`config.mk`:
```
export PLATFORM = sky130hd
export DESIGN_NAME = scmi_irq_ctrl_flat
export DESIGN_NICKNAME = d
export VERILOG_FILES = /design/src/rtl/scmi_irq_ctrl_pkg.sv /design/src/rtl/scmi_irq_ctrl_if.sv /design/src/rtl/scmi_irq_ctrl_chan.sv /design/src/rtl/scmi_irq_ctrl.sv /design/src/flat_wrapper.sv
export SDC_FILE = /design/constraint.sdc
export NUM_CORES = 1
export LEC_CHECK = 0
export BUFFER_PORTS_ARGS = -buffer_cell sky130_fd_sc_hd__buf_2
export CORE_ASPECT_RATIO = 0.8
export CORE_MARGIN = 10
export CORE_UTILIZATION = 44
export CTS_BUF_LIST = sky130_fd_sc_hd__clkbuf_8
export DETAILED_ROUTE_END_ITERATION = 16
export GPL_TIMING_DRIVEN = 0
export PLACE_DENSITY_LB_ADDON = 0.12
export SLEW_MARGIN = 40
export SYNTH_ARGS = -nofsm -noshare
export SYNTH_HDL_FRONTEND = slang
export SYNTH_HIERARCHICAL = 1
export SYNTH_SLANG_ARGS = --single-unit
```
`constraint.sdc`:
```
create_clock -name clk_i -period 5.7 [get_ports clk_i]
set_input_delay 1.14 -clock clk_i [delete_from_list [all_inputs] [get_ports clk_i]]
set_output_delay 1.14 -clock clk_i [all_outputs]
set_load 0.02 [all_outputs]
```
`src/rtl/scmi_irq_ctrl_pkg.sv`:
```
// scmi_irq_pkg: shared channel state type and timer sizing helper
package scmi_irq_pkg;
  typedef enum logic [1:0] {IDLE, PENDING, TIMEOUT} chan_state_e;
  function automatic int timer_w(int cycles);
    return (cycles > 0) ? $clog2(cycles + 1) : 1;
  endfunction
endpackage

```
`src/rtl/scmi_irq_ctrl_if.sv`:
```
// scmi_irq_ctrl_if: mailbox/core side bundle of the interrupt conditioner
interface scmi_irq_ctrl_if #(
  parameter int NUM_CH = 2,
  parameter int CNT_W  = 16
);
  logic [NUM_CH-1:0]       src_i;
  logic [NUM_CH-1:0]       en_i;
  logic [NUM_CH-1:0]       ack_i;
  logic [NUM_CH-1:0]       irq_o;
  logic [NUM_CH-1:0]       timeout_o;
  logic [NUM_CH-1:0]       coalesced_o;
  logic [NUM_CH*CNT_W-1:0] evt_cnt_o;
  modport master (output src_i, en_i, ack_i, input irq_o, timeout_o, coalesced_o, evt_cnt_o);
  modport slave  (input src_i, en_i, ack_i, output irq_o, timeout_o, coalesced_o, evt_cnt_o);
endinterface

```
`src/rtl/scmi_irq_ctrl_chan.sv`:
```
// scmi_irq_chan: one channel of edge detect, FSM, watchdog, event counter and sticky flags
module scmi_irq_chan
  import scmi_irq_pkg::*;
#(
  parameter int CNT_W          = 16,
  parameter int TIMEOUT_CYCLES = 1024,
  parameter bit PULSE_MODE     = 1'b0
) (
  input  logic             clk_i,
  input  logic             rst_i,
  input  logic             i_src,
  input  logic             i_en,
  input  logic             i_ack,
  output logic             o_irq,
  output logic             o_timeout,
  output logic             o_coalesced,
  output logic [CNT_W-1:0] o_evt_cnt
);
  localparam int TW = timer_w(TIMEOUT_CYCLES);
  chan_state_e      r_state;
  logic             r_src_q, r_irq, r_timeout, r_coalesced;
  logic [TW-1:0]    r_timer;
  logic [CNT_W-1:0] r_cnt;
  logic             w_edge;
  logic [CNT_W-1:0] w_cnt_inc;
  assign w_edge    = i_src & ~r_src_q;
  assign w_cnt_inc = r_cnt + CNT_W'(~&r_cnt);
  always_ff @(posedge clk_i) begin
    if (rst_i) begin
      r_state     <= IDLE;
      r_src_q     <= 1'b0;
      r_irq       <= 1'b0;
      r_timeout   <= 1'b0;
      r_coalesced <= 1'b0;
      r_timer     <= '0;
      r_cnt       <= '0;
    end else begin
      r_src_q <= i_src;
      if (!i_en) begin
        r_state     <= IDLE;
        r_timer     <= '0;
        r_timeout   <= 1'b0;
        r_coalesced <= 1'b0;
        r_irq       <= 1'b0;
      end else if (r_state == IDLE) begin
        r_irq <= w_edge;
        if (w_edge) begin
          r_state <= PENDING;
          r_timer <= '0;
          r_cnt   <= w_cnt_inc;
        end
      end else if (i_ack) begin
        // an edge coinciding with ack re-arms the request instead of coalescing
        r_state     <= w_edge ? PENDING : IDLE;
        r_timer     <= '0;
        r_timeout   <= 1'b0;
        r_coalesced <= 1'b0;
        r_irq       <= w_edge;
        if (w_edge) r_cnt <= w_cnt_inc;
      end else begin
        r_irq <= !PULSE_MODE;
        if (w_edge) begin
          r_coalesced <= 1'b1;
          r_cnt       <= w_cnt_inc;
        end
        if (r_state == PENDING && TIMEOUT_CYCLES != 0) begin
          if (r_timer == TW'(TIMEOUT_CYCLES - 1)) begin
            r_state   <= TIMEOUT;
            r_timeout <= 1'b1;
          end else r_timer <= r_timer + TW'(1);
        end
      end
    end
  end
  assign o_irq       = r_irq;
  assign o_timeout   = r_timeout;
  assign o_coalesced = r_coalesced;
  assign o_evt_cnt   = r_cnt;
endmodule

```
`src/rtl/scmi_irq_ctrl.sv`:
```
// scmi_irq_ctrl: per-channel interrupt conditioner for SCMI doorbell (ch0) and completion (ch1) bits
module scmi_irq_ctrl
  import scmi_irq_pkg::*;
#(
  parameter int NUM_CH         = 2,
  parameter int CNT_W          = 16,
  parameter int TIMEOUT_CYCLES = 1024,
  parameter bit PULSE_MODE     = 1'b0
) (
  input logic           clk_i,
  input logic           rst_i,
  scmi_irq_ctrl_if.slave bus
);
  for (genvar i = 0; i < NUM_CH; i++) begin : g_ch
    scmi_irq_chan #(
      .CNT_W(CNT_W),
      .TIMEOUT_CYCLES(TIMEOUT_CYCLES),
      .PULSE_MODE(PULSE_MODE)
    ) u_chan (
      .clk_i(clk_i),
      .rst_i(rst_i),
      .i_src(bus.src_i[i]),
      .i_en(bus.en_i[i]),
      .i_ack(bus.ack_i[i]),
      .o_irq(bus.irq_o[i]),
      .o_timeout(bus.timeout_o[i]),
      .o_coalesced(bus.coalesced_o[i]),
      .o_evt_cnt(bus.evt_cnt_o[i*CNT_W +: CNT_W])
    );
  end
endmodule

```
`src/flat_wrapper.sv`:
```
// flat-port wrapper written by rule: the top's interface ports become plain ports
module scmi_irq_ctrl_flat import scmi_irq_pkg::*;
#(
  parameter int NUM_CH         = 2,
  parameter int CNT_W          = 16,
  parameter int TIMEOUT_CYCLES = 1024,
  parameter bit PULSE_MODE     = 1'b0
)
  (clk_i, rst_i, bus_src_i, bus_en_i, bus_ack_i, bus_irq_o, bus_timeout_o, bus_coalesced_o, bus_evt_cnt_o);
  scmi_irq_ctrl_if #(.NUM_CH(NUM_CH), .CNT_W(CNT_W)) bus_i ();
  input logic clk_i;
  input logic rst_i;
  input wire logic [$bits(bus_i.src_i)-1:0] bus_src_i;
  input wire logic [$bits(bus_i.en_i)-1:0] bus_en_i;
  input wire logic [$bits(bus_i.ack_i)-1:0] bus_ack_i;
  output wire logic [$bits(bus_i.irq_o)-1:0] bus_irq_o;
  output wire logic [$bits(bus_i.timeout_o)-1:0] bus_timeout_o;
  output wire logic [$bits(bus_i.coalesced_o)-1:0] bus_coalesced_o;
  output wire logic [$bits(bus_i.evt_cnt_o)-1:0] bus_evt_cnt_o;
  assign bus_i.src_i = bus_src_i;
  assign bus_i.en_i = bus_en_i;
  assign bus_i.ack_i = bus_ack_i;
  assign bus_irq_o = bus_i.irq_o;
  assign bus_timeout_o = bus_i.timeout_o;
  assign bus_coalesced_o = bus_i.coalesced_o;
  assign bus_evt_cnt_o = bus_i.evt_cnt_o;
  scmi_irq_ctrl #(.NUM_CH(NUM_CH), .CNT_W(CNT_W), .TIMEOUT_CYCLES(TIMEOUT_CYCLES), .PULSE_MODE(PULSE_MODE)) u_core (.clk_i(clk_i), .rst_i(rst_i), .bus(bus_i));
endmodule
```
==> impl_metrics.env <==
export IMPL_status="finished clean"
export IMPL_hold_viol_final=0
export IMPL_grt_util_met2_pct=20.4
export IMPL_synth_area_um2=3310
export IMPL_fin_area_um2=3850
export IMPL_final_setup_tns_ns=0
export IMPL_track_usage_pct=13.8
export IMPL_fin_crit_ns=2.57
export IMPL_core_area_um2=7360
export IMPL_ys_async_sr_fraction_pct=0
export IMPL_internal_power_mw=0.695
export IMPL_drtAntennaViolNets=0
export IMPL_grt_max_degree=13
export IMPL_port_buffers=45
export IMPL_ys_flop_type="dfxtp_1"
export IMPL_num_nets_final=457
export IMPL_grt_ovfl_total=0
export IMPL_clock_sinks=66
export IMPL_ios=46
export IMPL_cp_end_kind="register"
export IMPL_drc=0
export IMPL_p_sw_share_pct=24.5
export IMPL_drive_above_1_share_pct=19.2
export IMPL_path_buf_inv=1
export IMPL_vias=3048
export IMPL_place_area_um2=3650
export IMPL_setup_worst_path_start_class="register"
export IMPL_antenna_cells=0
export IMPL_finalSetupViolations=0
export IMPL_grt_busiest_layer="met2"
export IMPL_gp_congestion=0.810
export IMPL_met3_usage_pct=4.14
export IMPL_postCtsResizedCells=0
export IMPL_grt_pass1_wl_um=13200
export IMPL_yosys_warnings=6
export IMPL_crit_path_top_delay_cell="or4_1"
export IMPL_cts_tree="done"
export IMPL_required_ns=5.93
export IMPL_die_w_um=117
export IMPL_area_growth_pct=16.3
export IMPL_wirelength_um=7770
export IMPL_cp_data_arrival_time_ns=2.79
export IMPL_ys_ff_latch=66
export IMPL_die_area_um2=11400
export IMPL_multi_input_area_um2=1880
export IMPL_syn_instance_count=386
export IMPL_powerDensity_nw_per_um2=239
export IMPL_clk_latency_ns=0.35
export IMPL_final_max_slew_viol_count=0
export IMPL_finalPower_mw=0.921
export IMPL_ff_latch_area_um2=1320
export IMPL_drtIter0Drc=229
export IMPL_clock_skew_ns=0.0104
export IMPL_via_per_inst=5.68
export IMPL_fin_crit_sh_pct=45.0
export IMPL_critPathKind="reg -> reg"
export IMPL_start_util_pct=45.0
export IMPL_worst_slew_pin_slew_ns=0.788
export IMPL_hpwl_um=5680
export IMPL_clock_path_buffers=2
export IMPL_holdWs_ns=0.452
export IMPL_seqPwrFrac_pct=50.8
export IMPL_cts_root_buf="clkbuf_8"
export IMPL_synth_area_per_cell_um2=8.58
export IMPL_p_leak_nw=1.46
export IMPL_wire_per_inst_um=14.5
export IMPL_ctsHoldBuffers=0
export IMPL_rsz0062_at_grt="no"
export IMPL_rows=28
export IMPL_combPwrFrac_pct=5.3
export IMPL_min_path_type="reg -> reg"
export IMPL_synth_edf_count=0
export IMPL_maxCapViolCount=0
export IMPL_cp_max_fo=8
export IMPL_crit_family="simple AND/OR/NAND/NOR gates"
export IMPL_slowest_delay_ns=0.48
export IMPL_power_switching_mw=0.226
export IMPL_syn_nets=401
export IMPL_final_util_pct=52.4
export IMPL_clkTransAtPathRegs_ns=0.08
export IMPL_post_cts_setup_buffers=0
export IMPL_drtPass1Iterations=4
export IMPL_seq_area_frac_synth_pct=39.9
export IMPL_cts_htree_levels=3
export IMPL_relSlewSlack_pct=46.8
export IMPL_grt_met1_usage_pct=18.5
export IMPL_antenna_found_initial=0
export IMPL_grt_pass1_vias=2750
export IMPL_crit_chain="nand4_1, or2_2, or4_1, ha_1, ha_1, nand4b_2, or2_1, clkbuf_2, or4_1, a21oi_1"
export IMPL_numCtsBuffers=9
export IMPL_synth_distinct_cells=68
export IMPL_p_clk_share_pct=43.9
export IMPL_fillers=738
export IMPL_max_clock_freq_mhz=390
export IMPL_die_y_um=97.6
export IMPL_ir_drop_mv=0.117
## area by class of cell
| class | count | area share, % |
|---|---|---|
| multi-input cells | 296 | 48.9 |
| clock inverters | 6 | 1.69 |
| inverters | 11 | 1.07 |
| well taps | 90 | 2.92 |
| repair buffers | 45 | 5.85 |
| flip-flops and latches | 66 | 34.3 |
| plain buffers | 13 | 1.69 |
| clock buffers | 10 | 3.57 |
## synth_stat cells (3+ instances only)
cell type	number	area share, %
nand2_1	33	3.7
and3_1	4	0.76
a21oi_1	30	4.5
nor2_1	28	3.2
ha_1	7	2.6
or3_1	12	2.3
o21ai_0	16	2.4
dfxtp_1	66	40
nand3b_1	3	0.68
buf_2	3	0.45
nor4_1	5	0.94
nor3b_1	3	0.68
a41oi_1	4	1.1
nor3_1	15	2.3
o31ai_1	5	1.1
nor2b_1	12	2.3
a31oi_1	6	1.1
nand3_1	15	2.3
nand2b_1	6	1.1
clkbuf_1	5	0.57
a211oi_1	5	1.1
and4_1	5	1.3
xor2_1	5	1.3
xnor2_1	11	2.9
nand4_1	12	2.3
or4_1	7	1.6
inv_1	11	1.2
## kinds of logic (layout without fill, tap and decap cells)
logic type	Yosys count	count (layout)	share of synthesized area, %
multiplexers	3	3	0.982
XOR/XNOR	16	16	4.23
AND/OR/NAND/NOR	182	182	31.4
AO/OA/AOI/OAI	88	88	17.7
flip-flops	66	66	39.9
adder cells (fa/ha/maj)	7	7	2.64
buffers and inverters	24	85	3.21
## routing by layer
layer  vias to the layer above  routed length, µm
met5                         -                  0
met4                         0                 43
met3                         6                462
met2                        57               3430
met1                      1433               3840
li1                       1552                  -
## power by group through the flow
stage	combinational, mW	sequential (mW)	clock, mW
2_1_floorplan	0.0298	0.480	0
3_3_place_gp	0.0485	0.478	0
3_5_place_dp	0.0488	0.478	0
4_1_cts	0.0490	0.468	0.420
5_1_grt	0.0553	0.468	0.435
6_report	0.0486	0.468	0.404
## cell usage in the layout, fill, tap and decap left out, drive strengths merged, types with 16 or more instances in the layout
cell type / instances
nand2: 34
nor3: 16
buf: 51
dfxtp: 66
o21ai: 17
nand3: 16
a21oi: 30
clkbuf: 17
nor2: 29
## sequential cells by signal, summed over array words and instances (netlist names)
register / count
u_core/g_ch.u_chan/o_evt_cnt: 32
u_core/g_ch.u_chan/r_timer: 22
u_core/g_ch.u_chan/r_state: 4
u_core/g_ch.u_chan/o_coalesced: 2
u_core/g_ch.u_chan/o_irq: 2
u_core/g_ch.u_chan/o_timeout: 2
u_core/g_ch.u_chan/r_src_q: 2
## stage by stage
stage / std cells / setup slack, ns
after floorplan: 386 / 3.24
after global placement: 521 / 3.09
after detailed placement: 521 / 3.06
after CTS: 537 / 3.12
after global routing: 537 / 2.90
final: 537 / 3.13
## path summary, 6_finish.rpt
check | startpoint | end | slack (ns) | cells past startpoint
max | u_core/g_ch[1].u_chan/o_evt_cnt[10] | u_core/g_ch[1].u_chan/o_evt_cnt[14] | 3.13 | 10
min | u_core/g_ch[0].u_chan/r_timer[10] | u_core/g_ch[0].u_chan/r_timer[10] | 0.45 | 1
max reg2reg | u_core/g_ch[1].u_chan/o_evt_cnt[10] | u_core/g_ch[1].u_chan/o_evt_cnt[14] | 3.13 | 10
min reg2reg | u_core/g_ch[0].u_chan/r_timer[10] | u_core/g_ch[0].u_chan/r_timer[10] | 0.45 | 1
## worst reg2reg max path: cells and delay by family (launching register included)
| kind | cells | cell delay (ns) |
|---|---|---|
| adder cells (fa/ha/maj) | 2 | 0.40 |
| flip-flops | 1 | 0.45 |
| AO/OA/AOI/OAI | 1 | 0.06 |
| buffers and inverters | 1 | 0.16 |
| AND/OR/NAND/NOR | 6 | 1.37 |
No activity file was read; power rests on OpenSTA's default activity.
